[config.mk]
export PLATFORM = sky130hd
export DESIGN_NAME = chan_scan_mux
export DESIGN_NICKNAME = d
export VERILOG_FILES = /design/src/rtl/chan_scan_mux.sv
export SDC_FILE = /design/constraint.sdc
export NUM_CORES = 1
export LEC_CHECK = 0
export ABC_AREA = 1
export BUFFER_PORTS_ARGS = -buffer_cell sky130_fd_sc_hd__clkbuf_2
export CAP_MARGIN = 20
export CORE_MARGIN = 2
export CORE_UTILIZATION = 54
export CTS_CLUSTER_SIZE = 30
export DETAILED_ROUTE_END_ITERATION = 8
export GPL_TIMING_DRIVEN = 1
export PLACE_DENSITY_LB_ADDON = 0.05
export SYNTH_ARGS = -nofsm -noshare
export SYNTH_HDL_FRONTEND = slang
export SYNTH_SLANG_ARGS = --single-unit
[constraint.sdc]
create_clock -name clk -period 1.7 [get_ports clk]
set_clock_uncertainty 0.1 [all_clocks]
set_input_delay 0 -clock clk [delete_from_list [all_inputs] [get_ports clk]]
set_output_delay 0 -clock clk [all_outputs]
set_load 0.01 [all_outputs]
[src/rtl/chan_scan_mux.sv]
// Registered NCH:1 channel selector with manual select and a dwell-based auto-scan.
// Optional macro CHAN_SKIP_MASK_EN: ch_mask gates channels in both modes and scan skips disabled ones.
module chan_scan_mux #(
    parameter  int unsigned NCH   = 4,
    parameter  int unsigned W     = 1,
    parameter  int unsigned DWELL = 4,
    localparam int unsigned SW    = (NCH < 2) ? 1 : $clog2(NCH)
) (
    input  logic             clk,
    input  logic             rst_n,
    input  logic             ena,
    input  logic [NCH*W-1:0] din,
    input  logic [SW-1:0]    sel,
    input  logic             mode,
    input  logic [NCH-1:0]   ch_mask,
    output logic [W-1:0]     dout,
    output logic [SW-1:0]    dout_ch,
    output logic             dout_vld,
    output logic             scan_wrap
);

    typedef enum logic {MANUAL, SCAN} state_e;

    state_e         state_q, state_d;
    logic [SW-1:0]  ptr_q, ptr_d;
    logic [7:0]     cnt_q, cnt_d;
    logic           wrap_q, wrap_d;
    logic [W-1:0]   dout_q, dout_d;
    logic [SW-1:0]  dout_ch_q, dout_ch_d;
    logic           dout_vld_q, dout_vld_d;
    logic           scan_wrap_q, scan_wrap_d;

    logic [NCH-1:0] chan_ok;
    logic           any_ok;
    logic           entering;
    logic [SW-1:0]  first_idx, cur_ptr, nxt_ptr;
    logic [7:0]     cur_cnt;
    logic           cur_wrap, nxt_found, sel_hit;
    logic [W-1:0]   sel_dat, ptr_dat;

`ifdef CHAN_SKIP_MASK_EN
    assign chan_ok = ch_mask;
`else
    logic unused_ch_mask;
    assign chan_ok        = '1;
    assign unused_ch_mask = ^ch_mask;
`endif

    assign any_ok = |chan_ok;

    always_comb begin
        first_idx = '0;
        for (int unsigned k = NCH; k > 0; k--) begin
            if (chan_ok[k-1]) first_idx = SW'(k - 1);
        end

        // Entering scan behaves as if ptr/cnt were already reset this cycle.
        entering = mode && (state_q == MANUAL);
        cur_ptr  = entering ? first_idx : ptr_q;
        cur_cnt  = entering ? '0 : cnt_q;
        cur_wrap = entering ? 1'b0 : wrap_q;

        nxt_ptr   = first_idx;
        nxt_found = 1'b0;
        sel_hit   = 1'b0;
        sel_dat   = '0;
        ptr_dat   = '0;
        for (int unsigned k = 0; k < NCH; k++) begin
            if (!nxt_found && chan_ok[k] && (SW'(k) > cur_ptr)) begin
                nxt_ptr   = SW'(k);
                nxt_found = 1'b1;
            end
            if ((SW'(k) == sel) && chan_ok[k]) begin
                sel_hit = 1'b1;
                sel_dat = din[k*W +: W];
            end
            if (SW'(k) == cur_ptr) ptr_dat = din[k*W +: W];
        end
    end

    always_comb begin
        state_d     = mode ? SCAN : MANUAL;
        ptr_d       = '0;
        cnt_d       = '0;
        wrap_d      = 1'b0;
        dout_d      = '0;
        dout_ch_d   = sel;
        dout_vld_d  = 1'b0;
        scan_wrap_d = 1'b0;

        if (!mode) begin
            dout_d     = sel_dat;
            dout_vld_d = sel_hit;
        end else if (!any_ok) begin
            ptr_d     = cur_ptr;
            cnt_d     = cur_cnt;
            wrap_d    = cur_wrap;
            dout_ch_d = cur_ptr;
        end else begin
            dout_d      = ptr_dat;
            dout_ch_d   = cur_ptr;
            dout_vld_d  = 1'b1;
            // wrap_q marks a pointer reached by wrapping; pulse on its first dwell cycle.
            scan_wrap_d = cur_wrap && (cur_cnt == '0);
            if (cur_cnt == 8'(DWELL - 1)) begin
                cnt_d  = '0;
                ptr_d  = nxt_ptr;
                wrap_d = !nxt_found;
            end else begin
                cnt_d  = cur_cnt + 8'd1;
                ptr_d  = cur_ptr;
                wrap_d = cur_wrap;
            end
        end
    end

    always_ff @(posedge clk) begin
        if (!rst_n) begin
            state_q     <= MANUAL;
            ptr_q       <= '0;
            cnt_q       <= '0;
            wrap_q      <= 1'b0;
            dout_q      <= '0;
            dout_ch_q   <= '0;
            dout_vld_q  <= 1'b0;
            scan_wrap_q <= 1'b0;
        end else if (ena) begin
            state_q     <= state_d;
            ptr_q       <= ptr_d;
            cnt_q       <= cnt_d;
            wrap_q      <= wrap_d;
            dout_q      <= dout_d;
            dout_ch_q   <= dout_ch_d;
            dout_vld_q  <= dout_vld_d;
            scan_wrap_q <= scan_wrap_d;
        end
    end

    assign dout      = dout_q;
    assign dout_ch   = dout_ch_q;
    assign dout_vld  = dout_vld_q;
    assign scan_wrap = scan_wrap_q;

endmodule

[Word-level counts from Yosys, hierarchy flattened]
Cells that the tools add are included.
Storage, ports and cells
  register bits: 17
  word-level logic and storage cells: 66
  bits of input ports: 14
Cells by class
  add/subtract/negate cells: 1
  equality and inequality tests: 7
  multiplexer cells: 33
  magnitude comparators: 4
  reduce and logical (&&, ||, !) cells: 12
  bitwise operators: 1
Operators by type and width (count)
  $mux W1: 24
  $mux W8: 3
  $mux W2: 6
  $add A8 B1 Y8 const B: 1
  $eq A2 B2 Y1 const A: 4
  $eq A8 B2 Y1 const B: 1
  $logic_not A8 Y1: 1
  $logic_and A1 B1 Y1: 5
  $eq A1 B2 Y1 const A: 2
  $gt A1 B2 Y1 const A: 2
  $gt A2 B2 Y1 const A: 2
  $logic_not A1 Y1: 4
  $logic_not A2 Y1: 2
  $not A1 Y1: 1

[Logic depth before layout (Yosys ltp)]
  depth in word-level cells: 17
  mapped depth: 10
  mapped depth without buffers: 10

[Worst setup path after synthesis]
Ideal clock, no wire load.
  path type: reg2reg
  from: register state_q
  to: register cnt_q[7]
  required time: 1.534 ns
  path slack: 0.442 ns
  period minus slack after synthesis: 1.258 ns
  library setup time: 0.066 ns
  cell stages (with the launch flop): 10
  data arrival time: 1.092 ns
  cells stage by stage: dfxtp_1 -> inv_2 -> nand2_4 -> buf_12 -> nand2_1 -> nor2_1 -> nand3b_1 -> nand2_1 -> nand3_1 -> a21oi_2
Between the ends
  longest elaborated chain between the ends: 6
  elaborated cells between the ends (all ways): 7
RTL lines
  from (decl): line 24  | state_e state_q, state_d;
  from (signal assigned): line 128  | state_q <= state_d;
  $not A1 Y1 (*): line 58  | entering = mode && (state_q == MANUAL);
  $logic_and A1 B1 Y1 (*): line 58
  $mux W8 (*): line 60  | cur_cnt = entering ? '0 : cnt_q;
  $add A8 B1 Y8 / $eq A8 B2 Y1 (equally long branches): line 110, 105
  $mux W8 (*): line 105  | if (cur_cnt == 8'(DWELL - 1)) begin
  $mux W8 (*): line 91  | if (!mode) begin
  to (signal assigned): line 130  | cnt_q <= cnt_d;
  to (decl): line 26  | logic [7:0] cnt_q, cnt_d;
Every way passes the cells marked *; elsewhere a longest branch is shown, timed or not.
A chain may end at the register's enable or synchronous reset.

[Final worst setup path]
  from: register state_q
  to: register ptr_q[1]
Between the ends
  longest elaborated chain between the ends: 16
  elaborated cells between the ends (all ways): 22
RTL lines
  $not A1 Y1 (*): line 58
  $logic_and A1 B1 Y1 (*): line 58
  $mux W2: line 59  | cur_ptr = entering ? first_idx : ptr_q;
  $gt A1 B2 Y1: line 69  | if (!nxt_found && chan_ok[k] && (SW'(k) > cur_ptr)) begin
  $mux W1: line 69
  $logic_not A1 Y1: line 69
  $logic_and A1 B1 Y1: line 69
  $mux W1: line 69
  $logic_not A1 Y1: line 69
  $logic_and A1 B1 Y1: line 69
  $mux W1: line 69
  $logic_not A1 Y1: line 69
  $logic_and A1 B1 Y1: line 69
  $mux W2: line 69
  $mux W2 (*): line 105
  $mux W2 (*): line 91
  to (signal assigned): line 129  | ptr_q <= ptr_d;
  to (decl): line 25  | logic [SW-1:0] ptr_q, ptr_d;
Marks and branches as above.

==> impl_metrics.py <==
metrics = {
    "outcome": {
        "status": "finished clean",
    },
    "floorplanning": {
        "die_height_um": 47.8,
        "die_w_um": 47.8,
        "ios": 19,
        "initial_core_util_pct": 58.8,
        "fp.dieArea_um2": 2290,
        "rows": 15,
        "coreArea_um2": 1760,
    },
    "clock_tree": {
        "post_cts_buffers": 0,
        "root_buffer": "clkbuf_4",
        "clk_pin_slew_ns": 0.09,
        "cts.repair.resized": 0,
        "clockBufferDepth": 2,
        "htreeDepth": 1,
        "cts_tree": "yes",
        "insertion_delay_ns": 0.29,
        "cts.sink_count": 17,
        "cts_buffers": 3,
    },
    "finish": {
        "nets": 186,
        "layout_commonest_cell": "nand2_1",
        "syn2layout_area_growth_pct": 11.9,
        "drive_above_1_share_pct": 21.6,
        "final_cells": 196,
        "diodes": 0,
        "final_cell_area_um2": 1160,
        "final_cell_mix": "41 x nand2_1, 17 x inv_1, 17 x dfxtp_1",
    },
    "grt": {
        "overflow": 0,
        "grt_pass1_wl_mm": 3.31,
        "grt_use_total_pct": 20.8,
        "antenna_found_initial": 0,
        "grt_pass1_vias": 827,
        "grt_max_degree": 15,
    },
    "synthesis": {
        "synth_top_family_by_area": "simple AND/OR/NAND/NOR gates",
        "synth_ff_type": "dfxtp_1",
        "synth-compound-area-share_pct": 15.8,
        "synth_fa_ha_area_share_pct": 0,
        "avgSynthCellArea_um2": 6.74,
        "synth_simple_gate_area_share_pct": 39.0,
        "ys_seq_elements": 17,
        "async_flop_share_pct": 0,
        "synth_nets": 168,
        "synthCells": 154,
        "yosysSeqAreaShare_pct": 32.8,
        "syn_area_um2": 1040,
        "synthMuxAreaShare_pct": 0.965,
        "synth-xor-area-share_pct": 0,
        "yosysUniqueCellTypes": 27,
        "yosys_warnings": 0,
        "synth_edf_count": 0,
    },
    "timing": {
        "whs_ns": 0.0138,
        "fin_tns_setup_ns": 0,
        "finalWorstSetupSlack_ns": 0.243,
        "setup_viol": 0,
        "hold_viol": 0,
        "fmax_mhz": 686,
        "slew-limit-headroom_pct": 67.3,
        "rsz0062_at_grt": "no",
        "slew_violations": 0,
        "final.min_clock_period_ns": 1.46,
        "period_share_pct": 85.7,
        "worstMarginPinSlew_ns": 0.490,
    },
    "detailed_routing": {
        "post-route-drc-count": 0,
        "wl_mm": 2.06,
        "wirelength_met1_um": 953,
        "first_pass_iters": 4,
        "vias_per_cell": 5.02,
        "top_layer_used": "met4",
        "antenna_left": 0,
        "routed-wl-met2_mm": 1.01,
        "drt_iter0_drc": 35,
        "vias": 984,
        "wire_per_inst_um": 10.5,
        "wl_met3_um": 59,
    },
    "setup_path": {
        "crit_fanout": 14,
        "rrSetupSlack_ns": 0.24,
        "cp-end-kind": "register",
        "r2r-start": "state_q",
        "cp_data_arrival_time_ns": 1.58,
        "regToRegEndpoint": "ptr_q[1]",
        "critical_path_class": "reg2reg",
        "worst-r2r-cell-count": 10,
        "critPathLaunchType": "register",
        "cp.required_ns": 1.82,
    },
    "placed_design": {
        "port-buffer-count": 14,
        "placed_cells": 189,
        "pre_cts_slack_ns": 0.243,
        "dp_hpwl_mm": 1.59,
        "dpl-instance-area_um2": 1100,
        "gp_congestion": 0.861,
    },
    "hold_path": {
        "hold_start": "sel[1]",
        "hold_depth": 5,
        "hold_end": "dout",
        "holdCritPathClass": "in2reg",
    },
    "power": {
        "vdd_ir_drop_max_uv": 526,
        "cellPowerDensity_nw_per_um2": 624,
        "leakage_nw": 0.513,
    },
    "run": {
        "maxCapViolCount": 0,
    },
}
## final cells by class
cell class | instances | area [um^2]
sequential | 17 | 340
fill | 172 | 603
clock buffer | 4 | 26.3
tap | 25 | 31.3
inverter | 22 | 85.1
timing repair buffer | 17 | 100
multi-input combinational | 111 | 578
## critical path, stage by stage (launching register included)
cell	delay (ns)
dfxtp_1	0.35
inv_2	0.05
nand2_4	0.17
nand3_4	0.15
inv_2	0.08
nand2_2	0.05
nor2_4	0.11
nand2_1	0.09
nand2_1	0.06
nand2_1	0.06
a21oi_2	0.12
## where the power goes
part	internal [mW]	switching, mW
Sequential	0.408	0.00653
Clock	0.0912	0.122
Combinational	0.0361	0.0611
## per-layer routing
layer,vias to the layer above,track usage (%)
li1,537,-
met1,431,25.0
met2,12,36.0
met3,4,3.40
met4,0,9.73
met5,-,0
## synth_stat cells (2+ instances only)
library cell,instances,area [um^2]
nand3_1,13,65.1
o21ai_0,5,25.0
inv_1,17,63.8
o21ai_1,2,10.0
nand2_4,2,22.5
nand3_2,2,20.0
inv_2,4,15.0
nor2_2,2,12.5
dfxtp_1,17,340
nand2_2,2,12.5
a21oi_1,16,80.1
nand2_1,41,154
nor2_4,3,33.8
a21oi_2,2,17.5
nand4_1,2,12.5
nor2_1,11,41.3
o211ai_1,3,22.5
## flip-flops by register name, indices dropped and copies added, names as in the netlist
name / cells
ptr_q: 2
wrap_q: 1
scan_wrap: 1
cnt_q: 8
dout_vld: 1
dout_ch: 2
state_q: 1
dout: 1
## stage by stage
stage                     total power [mW]  utilization (%)
after global routing                 0.765             65.8
after detailed placement             0.516             62.6
after floorplan                      0.490                -
after global placement               0.513             62.6
after CTS                            0.735             65.8
final                                0.725             65.8
## timing repair
action                                 4_1_cts  5_1_grt
hold buffers                                 3        0
setup endpoints to repair                    0        0
endpoints found under the hold margin        4        0
## logic make-up after synthesis
group | Yosys count
compound gates | 29
buf+inv | 26
flops | 17
mux | 1
simple gates | 81
## how the worst max path moves through the flow
stage / startpoint / end / slack (ns) / cells past startpoint
global route: state_q / cnt_q[7] / 0.11 / 8
finish: state_q / ptr_q[1] / 0.24 / 10
global placement: state_q / ptr_q[1] / 0.28 / 10
detailed placement: state_q / ptr_q[1] / 0.24 / 10
CTS: state_q / ptr_q[1] / 0.22 / 10
floorplan: state_q / cnt_q[7] / 0.44 / 9
(Power assumes the default switching activity.)
